**config.mk**
```make
export PLATFORM = sky130hd
export DESIGN_NAME = grf_wb_arbiter
export DESIGN_NICKNAME = d
export VERILOG_FILES = /design/src/rtl/grf_wb_pkg.sv /design/src/rtl/grf_wb_fifo.sv /design/src/rtl/grf_wb_arbiter.sv
export SDC_FILE = /design/constraint.sdc
export NUM_CORES = 1
export LEC_CHECK = 0
export CORE_MARGIN = 1.5
export CORE_UTILIZATION = 30
export CTS_CLUSTER_DIAMETER = 60
export DETAILED_ROUTE_END_ITERATION = 6
export GPL_ROUTABILITY_DRIVEN = 1
export PLACE_DENSITY = 0.54
export RECOVER_POWER = 50
export SLEW_MARGIN = 5
export SYNTH_ARGS = -nofsm -noshare
export SYNTH_HDL_FRONTEND = slang
export SYNTH_SLANG_ARGS = --single-unit
```
**constraint.sdc**
```tcl
create_clock -name clk -period 3.2 [get_ports clk]
set_input_delay 0.48 -clock clk [delete_from_list [all_inputs] [get_ports clk]]
set_output_delay 0.48 -clock clk [all_outputs]
set_load 0.005 [all_outputs]
```
**src/rtl/grf_wb_pkg.sv**
```systemverilog
// Shared types for the GRF write-port arbiter: register/data widths, the write entry
// carried by both producers, and the per-cycle grant source.
package grf_wb_pkg;

  localparam int unsigned REG_AW = 5;
  localparam int unsigned DATA_W = 32;

  typedef struct packed {
    logic [REG_AW-1:0] addr;
    logic [DATA_W-1:0] data;
    logic [DATA_W-1:0] pc;
  } wb_entry_t;

  typedef enum logic [1:0] {
    GntNone,
    GntWb,
    GntFifo,
    GntForce
  } grant_e;

endpackage

```
**src/rtl/grf_wb_fifo.sv**
```systemverilog
// DEPTH-entry circular FIFO of GRF write entries, with a per-slot address match vector
// so the hazard unit can search every held write in one cycle.
module grf_wb_fifo
  import grf_wb_pkg::*;
#(
  parameter int unsigned DEPTH = 4
) (
  input  logic              clk,
  input  logic              reset,
  input  logic              push_i,
  input  wb_entry_t         push_entry_i,
  input  logic              pop_i,
  output wb_entry_t         head_o,
  output logic              empty_o,
  output logic              full_o,
  input  logic [REG_AW-1:0] q_addr_i,
  output logic [DEPTH-1:0]  match_o
);

  localparam int unsigned PtrW = (DEPTH > 1) ? $clog2(DEPTH) : 1;
  localparam int unsigned CntW = PtrW + 1;

  wb_entry_t       mem_q [DEPTH];
  wb_entry_t       mem_d [DEPTH];
  logic [PtrW-1:0] wr_ptr_q, wr_ptr_d;
  logic [PtrW-1:0] rd_ptr_q, rd_ptr_d;
  logic [CntW-1:0] count_q, count_d;
  logic            do_push, do_pop;

  assign empty_o = (count_q == '0);
  assign full_o  = (count_q == CntW'(DEPTH));
  assign head_o  = mem_q[rd_ptr_q];
  // A full FIFO refuses pushes even if the head pops in the same cycle.
  assign do_push = push_i && !full_o;
  assign do_pop  = pop_i && !empty_o;

  always_comb begin
    mem_d    = mem_q;
    wr_ptr_d = wr_ptr_q;
    rd_ptr_d = rd_ptr_q;
    count_d  = count_q;
    if (do_push) begin
      mem_d[wr_ptr_q] = push_entry_i;
      wr_ptr_d        = wr_ptr_q + PtrW'(1);
    end
    if (do_pop) begin
      rd_ptr_d = rd_ptr_q + PtrW'(1);
    end
    case ({do_push, do_pop})
      2'b10:   count_d = count_q + CntW'(1);
      2'b01:   count_d = count_q - CntW'(1);
      default: count_d = count_q;
    endcase
  end

  always_ff @(posedge clk) begin
    if (reset) begin
      wr_ptr_q <= '0;
      rd_ptr_q <= '0;
      count_q  <= '0;
      for (int unsigned i = 0; i < DEPTH; i++) begin
        mem_q[i] <= '0;
      end
    end else begin
      wr_ptr_q <= wr_ptr_d;
      rd_ptr_q <= rd_ptr_d;
      count_q  <= count_d;
      mem_q    <= mem_d;
    end
  end

  // A slot holds a live entry when its distance from the read pointer is below count.
  for (genvar i = 0; i < DEPTH; i++) begin : g_match
    logic [PtrW-1:0] offs;
    assign offs       = PtrW'(i) - rd_ptr_q;
    assign match_o[i] = ({1'b0, offs} < count_q) && (mem_q[i].addr == q_addr_i);
  end

endmodule

```
**src/rtl/grf_wb_arbiter.sv**
```systemverilog
// Arbitrates the GRF write port between WB and the MDU result FIFO with a starvation bound.
// Define GRF_WB_TRACE_EN to print a write trace and forced-grant notices in simulation.
module grf_wb_arbiter
  import grf_wb_pkg::*;
#(
  parameter int unsigned DEPTH        = 4,
  parameter int unsigned STARVE_LIMIT = 3
) (
  input  logic              clk,
  input  logic              reset,
  input  logic              wb_valid,
  output logic              wb_ready,
  input  logic [REG_AW-1:0] wb_addr,
  input  logic [DATA_W-1:0] wb_data,
  input  logic [DATA_W-1:0] wb_pc,
  input  logic              mdu_valid,
  output logic              mdu_ready,
  input  logic [REG_AW-1:0] mdu_addr,
  input  logic [DATA_W-1:0] mdu_data,
  input  logic [DATA_W-1:0] mdu_pc,
  input  logic [REG_AW-1:0] q_addr,
  output logic              q_pending,
  output logic              grf_we,
  output logic [REG_AW-1:0] grf_addr,
  output logic [DATA_W-1:0] grf_data,
  output logic [DATA_W-1:0] grf_pc
);

  localparam int unsigned StW = (STARVE_LIMIT > 0) ? $clog2(STARVE_LIMIT + 1) : 1;

  wb_entry_t         wb_entry, mdu_entry, head, gnt_entry;
  logic              fifo_empty, fifo_full;
  logic              force_head, head_gnt;
  logic [DEPTH-1:0]  match;
  grant_e            grant;

  logic [StW-1:0]    starve_cnt_q, starve_cnt_d;
  logic              grf_we_q, grf_we_d;
  logic [REG_AW-1:0] grf_addr_q, grf_addr_d;
  logic [DATA_W-1:0] grf_data_q, grf_data_d;
  logic [DATA_W-1:0] grf_pc_q, grf_pc_d;

  assign wb_entry  = '{addr: wb_addr, data: wb_data, pc: wb_pc};
  assign mdu_entry = '{addr: mdu_addr, data: mdu_data, pc: mdu_pc};

  grf_wb_fifo #(
    .DEPTH (DEPTH)
  ) u_fifo (
    .clk          (clk),
    .reset        (reset),
    .push_i       (mdu_valid),
    .push_entry_i (mdu_entry),
    .pop_i        (head_gnt),
    .head_o       (head),
    .empty_o      (fifo_empty),
    .full_o       (fifo_full),
    .q_addr_i     (q_addr),
    .match_o      (match)
  );

  // Ready signals depend on state only so producers never see a combinational loop.
  assign force_head = (starve_cnt_q == StW'(STARVE_LIMIT)) && !fifo_empty;
  assign wb_ready   = !force_head;
  assign mdu_ready  = !fifo_full;

  always_comb begin
    grant = GntNone;
    if (force_head) begin
      grant = GntForce;
    end else if (wb_valid) begin
      grant = GntWb;
    end else if (!fifo_empty) begin
      grant = GntFifo;
    end
  end

  assign head_gnt = (grant == GntForce) || (grant == GntFifo);

  always_comb begin
    gnt_entry    = (grant == GntWb) ? wb_entry : head;
    grf_we_d     = 1'b0;
    grf_addr_d   = grf_addr_q;
    grf_data_d   = grf_data_q;
    grf_pc_d     = grf_pc_q;
    starve_cnt_d = starve_cnt_q;
    if (grant != GntNone) begin
      // Writes to $0 still complete the handshake but never reach the grf.
      grf_we_d   = (gnt_entry.addr != '0);
      grf_addr_d = gnt_entry.addr;
      grf_data_d = gnt_entry.data;
      grf_pc_d   = gnt_entry.pc;
    end
    if (fifo_empty || head_gnt) begin
      starve_cnt_d = '0;
    end else if (starve_cnt_q != StW'(STARVE_LIMIT)) begin
      starve_cnt_d = starve_cnt_q + StW'(1);
    end
  end

  always_ff @(posedge clk) begin
    if (reset) begin
      starve_cnt_q <= '0;
      grf_we_q     <= 1'b0;
      grf_addr_q   <= '0;
      grf_data_q   <= '0;
      grf_pc_q     <= '0;
    end else begin
      starve_cnt_q <= starve_cnt_d;
      grf_we_q     <= grf_we_d;
      grf_addr_q   <= grf_addr_d;
      grf_data_q   <= grf_data_d;
      grf_pc_q     <= grf_pc_d;
    end
  end

  assign grf_we   = grf_we_q;
  assign grf_addr = grf_addr_q;
  assign grf_data = grf_data_q;
  assign grf_pc   = grf_pc_q;

  assign q_pending = (q_addr != '0) && ((|match) || (grf_we_q && (grf_addr_q == q_addr)));

`ifdef GRF_WB_TRACE_EN
  always_ff @(posedge clk) begin
    if (!reset && grf_we_q) begin
      $display("%0t@%08h: $%0d <= %08h", $time, grf_pc_q, grf_addr_q, grf_data_q);
    end
    if (!reset && (grant == GntForce)) begin
      $display("%0t: forced MDU grant $%0d", $time, head.addr);
    end
  end
`endif

endmodule

```
==> out/qor.yml <==
worst_setup_path:
  crit_start: "u_fifo.rd_ptr_q[1]"
  cp.arrival_ns: 2.59
  path_max_fanout: 8
  start_kind: "register"
  required_ns: 2.72
  endpoint_kind: "output pin"
  criticalPathCategory: "register to output pin"
  reg2reg_from: "u_fifo.count_q[0]"
timing:
  drv_slew: 120
  rsz0062_at_grt: "false"
  setup_viol: 0
  setup_tns_ns: 0
  slew_headroom_pct: -74.03
  hold_viol: 0
  worstMarginPinSlew_ns: 2.610
  final.min_clock_period_ns: 3.074
  clock-skew-final_ns: 0.01620
  max_freq_ghz: 0.3253
  fin_crit_sh_pct: 96.06
routing:
  drc: 3
  wl_um: 48630
  drtIter0Drc: 990
  wire_per_inst_um: 18.74
  dr.pass1.iters: 7
  viasPerCell: 4.977
  routed-via-count: 12916
  antenna_left: 0
floorplan:
  rows: 81
  fp.dieH_um: 225.5
  start_util_pct: 30.39
  fp.dieW_um: 225.5
  pin_count: 220
  coreArea_um2: 48850
  dieArea_um2: 50830
logic_synthesis:
  synth-seq-cells: 355
  synth_top_area_cell: "dfxtp_1"
  synthesis.nets: 1906
  ys.flop_type: "dfxtp_1"
  synthDistinctLibCells: 36
  yosys_warnings: 0
  netlist_area_um2: 14850
  netlist_instances: 1748
  synth-edff-count: 0
  seq_area_frac_synth_pct: 47.87
  synth_area_leaders: "dfxtp_1, nand2_1, a21oi_1, mux4_2, clkbuf_1"
  avgSynthCellArea_um2: 8.493
  async_flop_share_pct: 0
  netlist.area_leader.share_pct: 47.87
layout:
  layout_commonest_cell: "nand2_1"
  final_nets: 2053
  drive_gt1_share_pct: 9.497
  final_cell_mix: "nand2_1, dfxtp_1, a21oi_1, clkdlybuf4s50_1, dlygate4sd3_1"
  fin_util_pct: 39.11
  areaGrowthSynthToFinish_pct: 28.68
  fill_cells: 4932
  instances_no_fill: 2595
outcome:
  violations: "design-rule violations, max-capacitance violations, max-slew violations"
  outcome: "complete, but fails checks"
worst_hold_path:
  min_from: "starve_cnt_q[0]"
  hp-class: "register to register"
run:
  cap_violations: 1
grt:
  grt-ovfl-total: 0
  grt_pass1_vias: 12789
  grt_max_degree: 121
  antenna_found_initial: 8
  grt_pass1_wl_um: 74820
  grtUsageTotal_pct: 19.07
power_and_ir_drop:
  ir_worst_vdd_v: 0.0005285
  leakage_nw: 6.644
  p_per_area_nw_per_um2: 717.2
  finalPower_mw: 13.70
placement:
  dp_hpwl_um: 29940
  place_congestion: 0.8451
  dpl.cell_count: 2514
  io_buffers: 219
clocking:
  cts_max_path_buffers: 3
  cts_resized: 0
  h-tree-depth: 2
  clk_latency_ns: 0.56
  cts_buffers: 43
  cts-root-buf: "clkbuf_16"
  clkTransAtPathRegs_ns: 0.06
  cts.sinks: 355
  cts_tree: "built"
  cts_hold_buf: 0
  post-cts-setup-buffer-count: 0
## power breakdown
| part | switching (mW) | internal (mW) | total, mW |
|---|---|---|---|
| Combinational | 1.93 | 1.47 | 3.40 |
| Sequential | 0.301 | 4.91 | 5.21 |
| Clock | 1.95 | 3.14 | 5.09 |
| Total | 4.18 | 9.52 | 13.7 |
## state kept, by name, indices dropped and copies added (netlist names)
register / flops
grf_data: 32
u_fifo.mem_q: 276
grf_pc: 32
u_fifo.wr_ptr_q: 2
grf_addr: 5
grf_we: 1
u_fifo.rd_ptr_q: 2
u_fifo.count_q: 3
starve_cnt_q: 2
## logic make-up (layout without fill, tap and decap cells)
group                      count (synthesis)  in the layout  synth area share, %
DFF                                      355            355                47.87
xor gates and xnor gates                  31             31                1.829
and+or+nand+nor                          727            727                18.80
other                                      0              4                    0
adders and majority gates                 11             11               0.9777
AOI/OAI and AO/OA                        393            393                14.90
muxes                                     74             74                10.80
buffers and inverters                    157            336                4.812
## final cells by class
type	instances	area (um2)	area share, %
inverter	9	33.78	0.1768
clock inverter	14	206.4	1.081
clock buffer	63	1264	6.615
timing repair buffer	250	2551	13.35
antenna	4	10.01	0.05240
sequential	355	7116	37.25
multi-input combinational	1236	7092	37.12
tap	664	830.8	4.349
## stage by stage
step	hold WS (ns)	setup slack [ns]	instance area, um2
after global routing	0.4526	0.02093	19100
final	0.4265	0.1260	19100
after CTS	0.4287	0.01261	19150
after floorplan	0.4052	0.7083	14850
after detailed placement	0.4231	0.3295	17680
after global placement	0.4141	0.2847	17680
## worst max-delay path: stages (launching register included)
cell and delay (ns):
dfxtp_4 0.38, xnor2_1 0.21, inv_1 0.07, ha_1 0.27, a21oi_1 0.22, o2111ai_1 0.13
nand4_1 0.11, o22a_1 0.13, clkdlybuf4s50_1 0.49
## synthesized netlist by cell type, types with 2 or more instances
| master | count |
|---|---|
| nand2_1 | 660 |
| dfxtp_1 | 355 |
| a21oi_1 | 315 |
| clkbuf_1 | 86 |
| mux4_2 | 69 |
| buf_2 | 46 |
| nor2_1 | 46 |
| a311oi_1 | 33 |
| a22oi_1 | 31 |
| xor2_1 | 17 |
| xnor2_1 | 14 |
| ha_1 | 10 |
| inv_1 | 9 |
| a211oi_1 | 6 |
| buf_4 | 6 |
| buf_6 | 6 |
| and2_1 | 5 |
| mux2i_1 | 5 |
| buf_1 | 4 |
| nor3_1 | 4 |
| o2111ai_1 | 4 |
| nand2b_1 | 2 |
| nor4_1 | 2 |
## layer usage
layer	share of wire, %	track usage [%]	routed length, um	up-vias
li1	-	-	-	6208
met1	43	24.38	20800	6283
met2	49	32.20	23950	337
met3	5.5	3.403	2687	80
met4	2.3	6.733	1139	8
met5	0.11	0	54	-
## final timing paths
path                            end  slack [ns]  cells past startpoint
hold reg to reg     starve_cnt_q[0]        0.43                      1
setup / recovery          q_pending        0.13                      8
setup reg to reg  u_fifo.mem_q[257]        0.27                      7
hold / removal      starve_cnt_q[0]        0.43                      1
No activity file was read; power rests on OpenSTA's default activity.
